==> src/rtl/hex_display_scheduler_pkg.sv <==
// Shared types and constants for the six-digit hex display scheduler.
package hex_display_scheduler_pkg;

  typedef enum logic [1:0] {
    IDLE = 2'd0,
    SCAN = 2'd1,
    HOLD = 2'd2
  } state_t;

  localparam logic [7:0] SEG_BLANK = 8'hFF;

  // 50 ms between commits at the 50 MHz board clock
  localparam int HOLD_CYCLES_50MHZ = 2500000;

endpackage

==> src/rtl/hex_to_7seg.sv <==
// Combinational hex nibble to low-active 7-segment decoder, segments ordered {g..a}.
module hex_to_7seg (
  input  logic [3:0] hex,
  output logic [6:0] seg
);

  always_comb begin
    seg = 7'h7F;
    case (hex)
      4'h0: seg = 7'h40;
      4'h1: seg = 7'h79;
      4'h2: seg = 7'h24;
      4'h3: seg = 7'h30;
      4'h4: seg = 7'h19;
      4'h5: seg = 7'h12;
      4'h6: seg = 7'h02;
      4'h7: seg = 7'h78;
      4'h8: seg = 7'h00;
      4'h9: seg = 7'h10;
      4'hA: seg = 7'h08;
      4'hB: seg = 7'h03;
      4'hC: seg = 7'h46;
      4'hD: seg = 7'h21;
      4'hE: seg = 7'h06;
      4'hF: seg = 7'h0E;
      default: seg = 7'h7F;
    endcase
  end

endmodule

==> src/rtl/hex_display_scheduler.sv <==
// Scans a hex value MSD-first through one shared decoder into a shadow register,
// commits all digits at once, then holds the display with a one-deep newest-wins pending slot.
module hex_display_scheduler
  import hex_display_scheduler_pkg::*;
#(
  parameter int NUM_DIGITS  = 6,
  parameter int HOLD_CYCLES = HOLD_CYCLES_50MHZ
) (
  input  logic                    clk,
  input  logic                    rst_n,
  input  logic [4*NUM_DIGITS-1:0] value_in,
  input  logic [NUM_DIGITS-1:0]   dp_in,
  input  logic                    blank_en,
  input  logic                    load,
  output logic [8*NUM_DIGITS-1:0] seg_out,
  output logic                    busy,
  output logic                    done,
  output logic                    overrun
);

  localparam int IDX_W = (NUM_DIGITS > 1) ? $clog2(NUM_DIGITS) : 1;
  localparam int HCW   = $clog2(HOLD_CYCLES + 1);
  localparam logic [IDX_W-1:0] IDX_MSD   = IDX_W'(NUM_DIGITS - 1);
  localparam logic [HCW-1:0]   HOLD_LAST = HCW'(HOLD_CYCLES - 1);

  state_t state, state_next;

  logic [IDX_W-1:0]        idx;
  logic                    lz;
  logic [HCW-1:0]          hold_cnt;
  logic [4*NUM_DIGITS-1:0] work_val, pend_val;
  logic [NUM_DIGITS-1:0]   work_dp, pend_dp;
  logic                    work_blank, pend_blank, pend_valid;
  logic [8*NUM_DIGITS-1:0] shadow, shadow_next;

  logic [3:0] nibble;
  logic [6:0] dec_seg;
  logic [7:0] digit_byte;
  logic       digit_blank;
  logic       expire, take_load, take_pend, pend_write, commit, overrun_next;

  hex_to_7seg u_dec (
    .hex (nibble),
    .seg (dec_seg)
  );

  // Datapath for the digit currently under the scan pointer
  always_comb begin
    nibble      = work_val[4*idx +: 4];
    digit_blank = work_blank && lz && (idx != '0) && (nibble == 4'h0);
    digit_byte  = digit_blank ? SEG_BLANK : {~work_dp[idx], dec_seg};
    shadow_next = shadow;
    if (state == SCAN) shadow_next[8*idx +: 8] = digit_byte;
  end

  always_comb begin
    state_next   = state;
    take_load    = 1'b0;
    take_pend    = 1'b0;
    pend_write   = 1'b0;
    commit       = 1'b0;
    overrun_next = 1'b0;
    expire       = (state == HOLD) && (hold_cnt == HOLD_LAST);
    case (state)
      IDLE: begin
        if (load) begin
          take_load  = 1'b1;
          state_next = SCAN;
        end
      end
      SCAN: begin
        pend_write = load;
        if (idx == '0) begin
          commit     = 1'b1;
          state_next = HOLD;
        end
      end
      HOLD: begin
        // A load landing on the expiry cycle bypasses the pending slot entirely
        if (expire) begin
          if (load) begin
            take_load    = 1'b1;
            overrun_next = pend_valid;
            state_next   = SCAN;
          end else if (pend_valid) begin
            take_pend  = 1'b1;
            state_next = SCAN;
          end else begin
            state_next = IDLE;
          end
        end else begin
          pend_write = load;
        end
      end
      default: state_next = IDLE;
    endcase
    if (pend_write && pend_valid) overrun_next = 1'b1;
  end

  always_ff @(posedge clk or negedge rst_n) begin
    if (!rst_n) state <= IDLE;
    else        state <= state_next;
  end

  always_ff @(posedge clk or negedge rst_n) begin
    if (!rst_n) begin
      idx        <= '0;
      lz         <= 1'b1;
      hold_cnt   <= '0;
      work_val   <= '0;
      work_dp    <= '0;
      work_blank <= 1'b0;
      pend_val   <= '0;
      pend_dp    <= '0;
      pend_blank <= 1'b0;
      pend_valid <= 1'b0;
      shadow     <= '1;
      seg_out    <= '1;
      done       <= 1'b0;
      overrun    <= 1'b0;
    end else begin
      if (take_load) begin
        work_val   <= value_in;
        work_dp    <= dp_in;
        work_blank <= blank_en;
      end else if (take_pend) begin
        work_val   <= pend_val;
        work_dp    <= pend_dp;
        work_blank <= pend_blank;
      end

      if (take_load || take_pend) begin
        idx <= IDX_MSD;
        lz  <= 1'b1;
      end else if (state == SCAN) begin
        idx <= idx - 1'b1;
        lz  <= lz && digit_blank;
      end

      if (pend_write) begin
        pend_val   <= value_in;
        pend_dp    <= dp_in;
        pend_blank <= blank_en;
        pend_valid <= 1'b1;
      end else if (take_load || take_pend) begin
        pend_valid <= 1'b0;
      end

      hold_cnt <= (state == HOLD && !expire) ? hold_cnt + 1'b1 : '0;
      shadow   <= shadow_next;
      if (commit) seg_out <= shadow_next;
      done     <= commit;
      overrun  <= overrun_next;
    end
  end

  assign busy = (state != IDLE);

endmodule

==> config.mk <==
export PLATFORM = sky130hd
export DESIGN_NAME = hex_display_scheduler
export DESIGN_NICKNAME = d
export VERILOG_FILES = /design/src/rtl/hex_display_scheduler_pkg.sv /design/src/rtl/hex_to_7seg.sv /design/src/rtl/hex_display_scheduler.sv
export SDC_FILE = /design/constraint.sdc
export NUM_CORES = 1
export LEC_CHECK = 0
export BUFFER_PORTS_ARGS = -buffer_cell sky130_fd_sc_hd__clkbuf_2
export CAP_MARGIN = 20
export CORE_UTILIZATION = 50
export CTS_CLUSTER_DIAMETER = 40
export DETAILED_ROUTE_END_ITERATION = 10
export GPL_ROUTABILITY_DRIVEN = 0
export HOLD_SLACK_MARGIN = 0.08
export PLACE_DENSITY = 0.74
export SLEW_MARGIN = 0
export SYNTH_ARGS = -nofsm -noshare
export SYNTH_HDL_FRONTEND = slang
export SYNTH_HIERARCHICAL = 1
export SYNTH_SLANG_ARGS = --single-unit
export TNS_END_PERCENT = 30
==> constraint.sdc <==
create_clock -name clk -period 4.85 [get_ports clk]
set_input_delay 0.97 -clock clk [delete_from_list [all_inputs] [get_ports clk]]
set_output_delay 0.97 -clock clk [all_outputs]
set_load 0.05 [all_outputs]
==> results of run 1 <==
-- routing by layer --
layer,vias to the layer above,routed length (um)
li1,2789,-
met1,2868,8180
met2,128,8400
met3,24,623
met4,0,224
met5,-,0
-- through the flow --
stage	util	setup slack (ps)
after global placement	0.551	1450
after global routing	0.587	989
final	0.587	1280
after CTS	0.585	1270
after floorplan	-	1980
after detailed placement	0.551	1290
-- final cells by class --
cell class / instances / share of cell area
timing repair buffer: 92 / 0.0528
sequential: 189 / 0.493
tap: 220 / 0.0280
clock buffer: 22 / 0.0482
inverter: 18 / 0.00687
clock inverter: 10 / 0.0113
multi-input combinational: 521 / 0.360
-- flip-flops by register name (all words and copies together), names as in the netlist, 2 cells and up --
register and cells:
work_val 24, work_dp 6, seg_out 48, state 2
pend_dp 6, pend_val 24, shadow 48, idx 3
hold_cnt 22
-- worst min-delay path, delay by kind of cell, from the launching register on --
family | cells | cell delay, ps
flip-flops | 1 | 370
AND/OR/NAND/NOR | 2 | 90
-- placed cells by master, fill, tap and decap left out, types with 12 or more instances in the layout --
master                      Yosys  layout
sky130_fd_sc_hd__o21ai_1       29      28
sky130_fd_sc_hd__dfrtp_1       92      92
sky130_fd_sc_hd__mux2i_1       45      45
sky130_fd_sc_hd__inv_1         17      17
sky130_fd_sc_hd__nor2_1       114     114
sky130_fd_sc_hd__clkbuf_2       1      83
sky130_fd_sc_hd__mux2_2        84      84
sky130_fd_sc_hd__dfstp_2       97      97
sky130_fd_sc_hd__xnor2_1       12      12
sky130_fd_sc_hd__a21oi_1       48      48
sky130_fd_sc_hd__nand2_1       71      70
sky130_fd_sc_hd__ha_1          15      15
sky130_fd_sc_hd__clkbuf_16      0      17
sky130_fd_sc_hd__o21ai_0       12      12
-- worst min-delay path by stage --
stage | from | endpoint | slack [ps] | depth (start not counted)
after floorplan | hold_cnt[0] | hold_cnt[0] | 450 | 1
after global placement | seg_out[2] | seg_out[2] | 450 | 2
after detailed placement | seg_out[4] | seg_out[4] | 450 | 2
after CTS | seg_out[6] | seg_out[6] | 470 | 2
after global routing | seg_out[4] | seg_out[4] | 490 | 2
final | seg_out[6] | seg_out[6] | 460 | 2
-- power breakdown --
part | total [mW] | switching [mW] | internal [mW]
Sequential | 2.86 | 0.419 | 2.45
Combinational | 2.80 | 1.81 | 0.997
Clock | 1.39 | 0.592 | 0.801
Total | 7.06 | 2.82 | 4.24
-- logic make-up (layout without fill, tap and decap cells) --
logic type / after synthesis / count (layout)
simple gates: 249 / 249
flops: 189 / 189
mux: 132 / 132
compound gates: 107 / 107
buf+inv: 52 / 142
xor+xnor: 18 / 18
fa+ha+maj: 15 / 15
==> results by stage, run 1 <==
Synthesis:
- The portion of netlist area occupied by mux cells is 0.168.
- The share of synthesized area in the top cell type comes to 0.295.
- In the post-synthesis netlist, the cell with the most instances is sky130_fd_sc_hd__nor2_1.
- In this run the mean area of a mapped cell was about 11 sq um.
- By area, the combinational part of the netlist is dominated by multiplexers.
- The number of nets in the synthesized netlist is a little over 800.
- The area share of fa/ha/maj cells after synthesis is 0.0217.
- The number of flops mapped to enable cells by yosys is 0.
- The main flop type after synthesis is sky130_fd_sc_hd__dfstp_2.
- In this run the cell area of the synthesized design comes to 8650 sq um.
- Of the total synthesized cell area, the portion taken by AND, OR, NAND and NOR gates is 0.130.
- The cell count after synthesis is 762.
- Of all flip-flops after synthesis, the portion carrying an async set or reset was 1.00.
- The synthesized-area fraction occupied by ao, oa, aoi and oai cells came to 0.0684.
- The count of cell types in the netlist is 53.
- Ranked by total cell area, the synthesized netlist is headed by sky130_fd_sc_hd__dfstp_2 (29%), sky130_fd_sc_hd__dfrtp_1 (27%), sky130_fd_sc_hd__mux2_2 (11%).
- In the synthesized netlist, the cells that appear most often are sky130_fd_sc_hd__nor2_1 (114), sky130_fd_sc_hd__dfstp_2 (97), sky130_fd_sc_hd__dfrtp_1 (92).
- Synthesis inferred between 150 and 200 register bits.
- sky130_fd_sc_hd__dfstp_2 takes more of the synthesized area than any other cell.
- The post-synthesis sequential area ratio is 0.561.
- The area share of xor/xnor cells in the synthesized design is 0.0182.
- The Yosys step of the flow raised 6 warnings.

Layout:
- The share of final-layout standard cells stronger than drive strength 1 is 0.369.
- The final cell count without fillers is between 1000 and 1500.
- The area used by sequential logic in the layout is about 4900 sq um.
- The area added between synthesis and finish is 13.7%.
- Fill cells in the final layout number approximately 1400.
- In the final design database the tool counted just under 900 nets.
- Summing all multi-input logic gate instances after layout gives 3540 sq um.
- The repair_antennas step left the layout with diodes totalling 0.
- The final instance area is between 9000 and 10000 sq um.

Setup path:
- The number of buffer and inverter stages on the critical path is 3.
- The register-to-register path setup slack is ~1300 ps.
- The critical path is of the reg -> reg type.
- The startpoint class of the critical path is a flip-flop.
- The endpoint of the lowest-slack register-to-register path is seg_out[3].
- On the worst path, the slowest cell contributes a delay of about 800 ps.
- The critical path goes through inv_1 -> and2_1 -> o32ai_1 -> inv_1 -> ha_1 -> inv_1 -> mux4_1 -> mux2_2 -> nand2_1 -> nand2_1.
- The depth of the worst register-to-register path is 10.
- The cell repeated most along the worst path is sky130_fd_sc_hd__inv_1.
- In this design, the largest share of critical-path delay is due to multiplexers.
- The destination of the critical timing path is seg_out[3].
- The launch point of the critical path is idx[0].
- In this run the number of cells on the critical path is 10.
- The worst flop-to-flop path startpoint is idx[0].
- The largest driver fanout on the critical path is 20.
- STA classifies the critical path endpoint as a flip-flop.
- The slowest stage of the critical path is the sky130_fd_sc_hd__dfrtp_1 cell.
- Data arrives at the worst endpoint at between 3000 and 4000 ps.
- The endpoint required time on the critical path is around 5200 ps.

Floorplan:
- The floorplan step defined a die boundary enclosing ~18000 sq um.
- The row count is 47.
- The height of the chip is roughly 130 um.
- The core region is 16800 sq um.
- The die width is between 100 and 150 um.
- The initial core utilization is 0.516.
- 85 I/O pins were placed.

Min path:
- The kind of path behind the tightest hold check is reg -> reg.

Detailed routing:
- The number of design-rule violations left by the first detailed-router iteration is 460.
- The detailed-route wire length per cell is about 16 um.
- The detail route stage leaves a number of antenna-violating nets equal to 0.
- The pre-antenna-repair detailed-routing pass consisted of 5 iterations.
- After detailed routing, the total wire length is roughly 17000 um.
- The residual DRC count is 0.
- After detailed routing, the number of vias per cell comes to 5.42.
- For this block, the via count after detailed routing is 5809.

Timing:
- Across the routed clock network, the largest skew measured is 11.0 ps.
- For the pin with the worst max-slew slack, the measured transition is around 1100 ps.
- The shortest period the worst path allows is about 3600 ps.
- The worst relative slew slack is 0.287.
- The count of pins over their slew limit is 0.
- The count of final hold-check violations is 0.
- The post-route fraction of the period consumed by the critical path is 0.736.
- The final setup TNS is 0 ps.
- The smallest hold slack is 463 ps.
- The final-report setup violation count is 0.
- Setup repair after global routing left no endpoint under its margin.
- Based on the critical path, the design can be clocked at up to 0.280 GHz.

Power:
- For this design the ratio of total power to cell area is 718 nW/um^2.
- The maximum resistive drop on vdd is between 0.4 and 0.5 mV.
- The overall power after layout is slightly above 7 mW.
- The leakage power is approximately 4.2 nW.

Placement:
- The cell area after placement is roughly 9200 sq um.
- The count of input and output buffers is 84.
- The detailed placer's ending HPWL is ~12000 um.
- After detailed placement, the design holds a cell count of between 1000 and 1500.

Run:
- The reported max-cap violation count is 0.

Clocking:
- The deepest level of the CTS H-tree is 4.
- The buffer type at the clock tree root is sky130_fd_sc_hd__clkbuf_16.
- Clock tree synthesis found a total of between 150 and 200 sinks.
- Clock-pin slew was measured on the worst setup and hold paths at 70 ps.
- Once the clock tree was built, the resizer swapped 0 gates to a different size.
- TritonCTS built the clock tree.
- Buffers inserted to repair hold after CTS numbered 0.
- The post-CTS setup repair buffer count is 0.
- The source-to-sink clock delay at the later pin of the worst-skew pair is between 400 and 500 ps.
- The number of buffers on the longest clock path is 2.
- In this run, CTS created clock tree buffers numbering 17.

Global routing:
- The first global-routing pass estimated 28800 um of wire.
- The layer with the highest usage is met2.
- After global routing the overflow that remains totals 0.
- The largest net degree at the start of global routing is ~100.
- In the global route stage, met1 resource usage came out at 0.280.
- The initial antenna violation count is 0.
- The met2 usage is 0.333.
- The met3 track utilization from global routing is 0.0457.
- The total track usage is 0.207.
- The number of global-route vias before repair is around 5700.

Outcome:
- The flow ran to the end, and the final reports show no timing, DRC or antenna violations.
No activity file was read; power rests on OpenSTA's default activity.
==> inputs of run 2 (changes only) <==
--- a/config.mk
+++ b/config.mk
@@ -12,7 +12,7 @@
 export DETAILED_ROUTE_END_ITERATION = 10
 export GPL_ROUTABILITY_DRIVEN = 0
 export HOLD_SLACK_MARGIN = 0.08
-export PLACE_DENSITY = 0.74
+export PLACE_DENSITY = 0.77
 export SLEW_MARGIN = 0
 export SYNTH_ARGS = -nofsm -noshare
 export SYNTH_HDL_FRONTEND = slang
==> constraint.sdc (replaced) <==
create_clock -name clk -period 3.1 [get_ports clk]
set_input_delay 0.62 -clock clk [delete_from_list [all_inputs] [get_ports clk]]
set_output_delay 0.62 -clock clk [all_outputs]
set_load 0.05 [all_outputs]
==> results by stage, run 2 (synthesized netlist as in run 1, its figures left out) <==
Clocking:
- The number of clock buffers inserted by TritonCTS is 17 (unchanged).
- The post-CTS setup repair buffer count is 0 (unchanged).
- The deepest level of the CTS H-tree was 4 (unchanged).
- The number of sinks driven by the clock tree was 189 (unchanged).
- The source-to-sink clock delay at the later pin of the worst-skew pair is 430 ps (about the same).
- The total of hold buffers inserted after clock tree synthesis is 0 (unchanged).
- The buffer type at the clock tree root is sky130_fd_sc_hd__clkbuf_16 (unchanged).
- The CTS tree is done (unchanged).
- The number of buffers on the longest clock path was 2 (unchanged).
- The clock-pin transition on the worst setup and hold timing paths is 70 ps (about the same).

Floorplan:
- The die width is 134 um (unchanged).
- The height of the chip was 134 um (unchanged).
- The I/O pin count is 85 (unchanged).
- The row count is 47 (unchanged).
- The initial core utilization is 0.516 (unchanged).
- The full die area is 17800 sq um (unchanged).
- The area of the core region is 16800 sq um (unchanged).

Placement:
- The worst-case setup slack after placement is -41.4 ps (was 1290 ps).
- The number of placed instances, taps included is 1051 (was 1039).
- The detailed placer's ending HPWL came to 11700 um (about the same).
- The count of input and output buffers was 84 (unchanged).

Setup path:
- The data arrival time of the critical path is 3220 ps (was 3930 ps).
- The cell family contributing the most delay on the critical path is multiplexers (unchanged).
- The start-to-end type of the worst setup path was reg -> reg (unchanged).
- The delay of the slowest critical-path stage was 600 ps (was 800 ps).
- The worst flop-to-flop path startpoint was idx[1] (was idx[0]).
- The launch point of the critical path is idx[1] (was idx[0]).
- The library cell contributing the largest single delay on the critical path was sky130_fd_sc_hd__mux4_1 (was sky130_fd_sc_hd__dfrtp_1).
- The number of buffer and inverter stages on the critical path is 3 (unchanged).
- The startpoint class of the critical path was a flip-flop (unchanged).
- Critical path cell sequence: buf_4 -> nand2b_1 -> o32ai_2 -> inv_1 -> ha_1 -> inv_1 -> mux4_1 -> mux2_2 -> nand2_1 -> nand2_1 (was inv_1 -> and2_1 -> o32ai_1 -> inv_1 -> ha_1 -> inv_1 -> mux4_1 -> mux2_2 -> nand2_1 -> nand2_1).
- The endpoint required time on the critical path is 3460 ps (was 5210 ps).
- The largest driver fanout on the critical path is 9 (was 20).
- The type of destination of the critical path is a flip-flop (unchanged).

Layout:
- The most common library cell in the layout ignoring fill and taps was sky130_fd_sc_hd__nor2_1 (unchanged).
- The count of nets after finishing is 899 (was 888).
- The area added between synthesis and finish is 15.2% (was 13.7%).
- Most frequent cells in the layout: sky130_fd_sc_hd__nor2_1 (114), sky130_fd_sc_hd__dfstp_2 (97), sky130_fd_sc_hd__dfrtp_1 (91) (was sky130_fd_sc_hd__nor2_1 (114), sky130_fd_sc_hd__dfstp_2 (97), sky130_fd_sc_hd__dfrtp_1 (92)).
- Regs by FF count: seg_out (48), shadow (48) (unchanged).
- The final cell count without fillers came to 1083 (was 1072).
- The share of final-layout standard cells stronger than drive strength 1 is 0.377 (was 0.369).
- The number of diodes added for antenna fixing was 0 (unchanged).

Min path:
- The kind of path behind the tightest hold check is in -> async (was reg -> reg).

Run:
- The reported max-cap violation count was 0 (unchanged).

Global routing:
- The initial antenna violation count was 0 (unchanged).
- The number of global-route vias before repair came to 5805 (was 5689).
- The wire length of the first global-routing pass came to 29100 um (was 28800 um).
- The total track usage came to 0.208 (was 0.207).
- The total congestion overflow after global routing came to 0 (unchanged).
- The largest net degree at the start of global routing was 81 (was 102).

Detailed routing:
- The average via count per standard cell is 5.44 (was 5.42).
- The detailed-route wire length per cell is 16.1 um (was 16.3 um).
- The number of nets with antenna violations after routing is 0 (unchanged).
- The detailed-router iteration count before antenna repair is 5 (unchanged).
- The number of design-rule violations left by the first detailed-router iteration is 478 (was 460).
- The aggregate routed wire length came to 17400 um (about the same).
- The overall via count from detail_route is 5890 (was 5809).
- The residual DRC count is 0 (unchanged).

Timing:
- The post-route worst setup slack is 243 ps (was 1280 ps).
- Setup repair after global routing missed its margin: no (unchanged).
- The achievable frequency is 0.350 GHz (was 0.280 GHz).
- The shortest period the worst path allows is 2860 ps (was 3570 ps).
- The final worst clock skew is 5.62 ps (was 11.0 ps).
- The count of final hold-check violations is 0 (unchanged).
- The slew at the pin closest to its max-slew limit was 646 ps (was 1060 ps).
- The final-report setup violation count came to 0 (unchanged).
- The final setup TNS is 0 ps (unchanged).
- The count of pins over their slew limit is 0 (unchanged).
- The smallest hold slack is 344 ps (was 463 ps).
- The post-route fraction of the period consumed by the critical path is 0.922 (was 0.736).
- The worst relative slew slack was 0.568 (was 0.287).

Power:
- The power density relative to cell area is 1130 nW/um^2 (was 718 nW/um^2).
- The maximum resistive drop on vdd is 0.714 mV (was 0.426 mV).
- The overall power after layout is 11.3 mW (was 7.06 mW).
- The leakage power came to 4.30 nW (was 4.24 nW).

Outcome:
- Result of the run: complete, no violations (unchanged).
-- run 2: changes by cell type in the layout (fill, tap and decap cells not counted), moves of 2 or more --
cell and change:
sky130_fd_sc_hd__clkinv_2 -2, sky130_fd_sc_hd__buf_12 +3, sky130_fd_sc_hd__buf_4 +9, sky130_fd_sc_hd__o21ai_1 +2
-- run 2: metrics by stage --
stage,util,instance area [sq um]
floorplan,-,8650
global placement,0.558,9350
detailed placement,0.558,9350
CTS,0.594,9960
global route,0.595,9970
finish,0.595,9970
-- run 2: where the power goes --
part / internal [mW] / switching [mW]
clock network: 1.31 / 0.910
registers: 3.83 / 0.618
logic: 1.70 / 2.93
-- run 2: worst paths after layout --
| check | end | slack, ps | cells after the start |
|---|---|---|---|
| setup reg to reg | seg_out[3] | 240 | 10 |
| hold reg to reg | seg_out[2] | 460 | 2 |
| min in group clk | work_dp[4] | 410 | 3 |
| hold / removal | seg_out[21] | 340 | 1 |
| max in group asynchronous | lz | 2280 | 2 |
| setup / recovery | seg_out[3] | 240 | 10 |
-- run 2: timing repair --
action                     in CTS  in global routing
gates resized for setup         1                  3
setup endpoints to repair       1                  3
cloned                          0                  0
-- run 2: per-layer routing --
metal,vias up,track usage,wire length (um)
met3,31,0.0445,658
met1,2890,0.281,8140
met4,0,0.0827,431
met5,-,0,0
met2,153,0.327,8190
li1,2816,-,-
-- run 2: cell type report --
cell class	instances	area [sq um]
fill	1344	6790
sequential	189	4850
multi-input combinational	521	3550
timing repair buffer	103	619
clock buffer	22	464
tap	220	275
clock inverter	10	136
inverter	18	67.6
-- run 2: worst register-to-register path, cell delays in order, from the launching register on --
cell                       delay, ps
sky130_fd_sc_hd__dfrtp_2         480
sky130_fd_sc_hd__buf_4           190
sky130_fd_sc_hd__nand2b_1        240
sky130_fd_sc_hd__o32ai_2         290
sky130_fd_sc_hd__inv_1           180
sky130_fd_sc_hd__ha_1            320
sky130_fd_sc_hd__inv_1            50
sky130_fd_sc_hd__mux4_1          600
sky130_fd_sc_hd__mux2_2          320
sky130_fd_sc_hd__nand2_1          70
sky130_fd_sc_hd__nand2_1          50
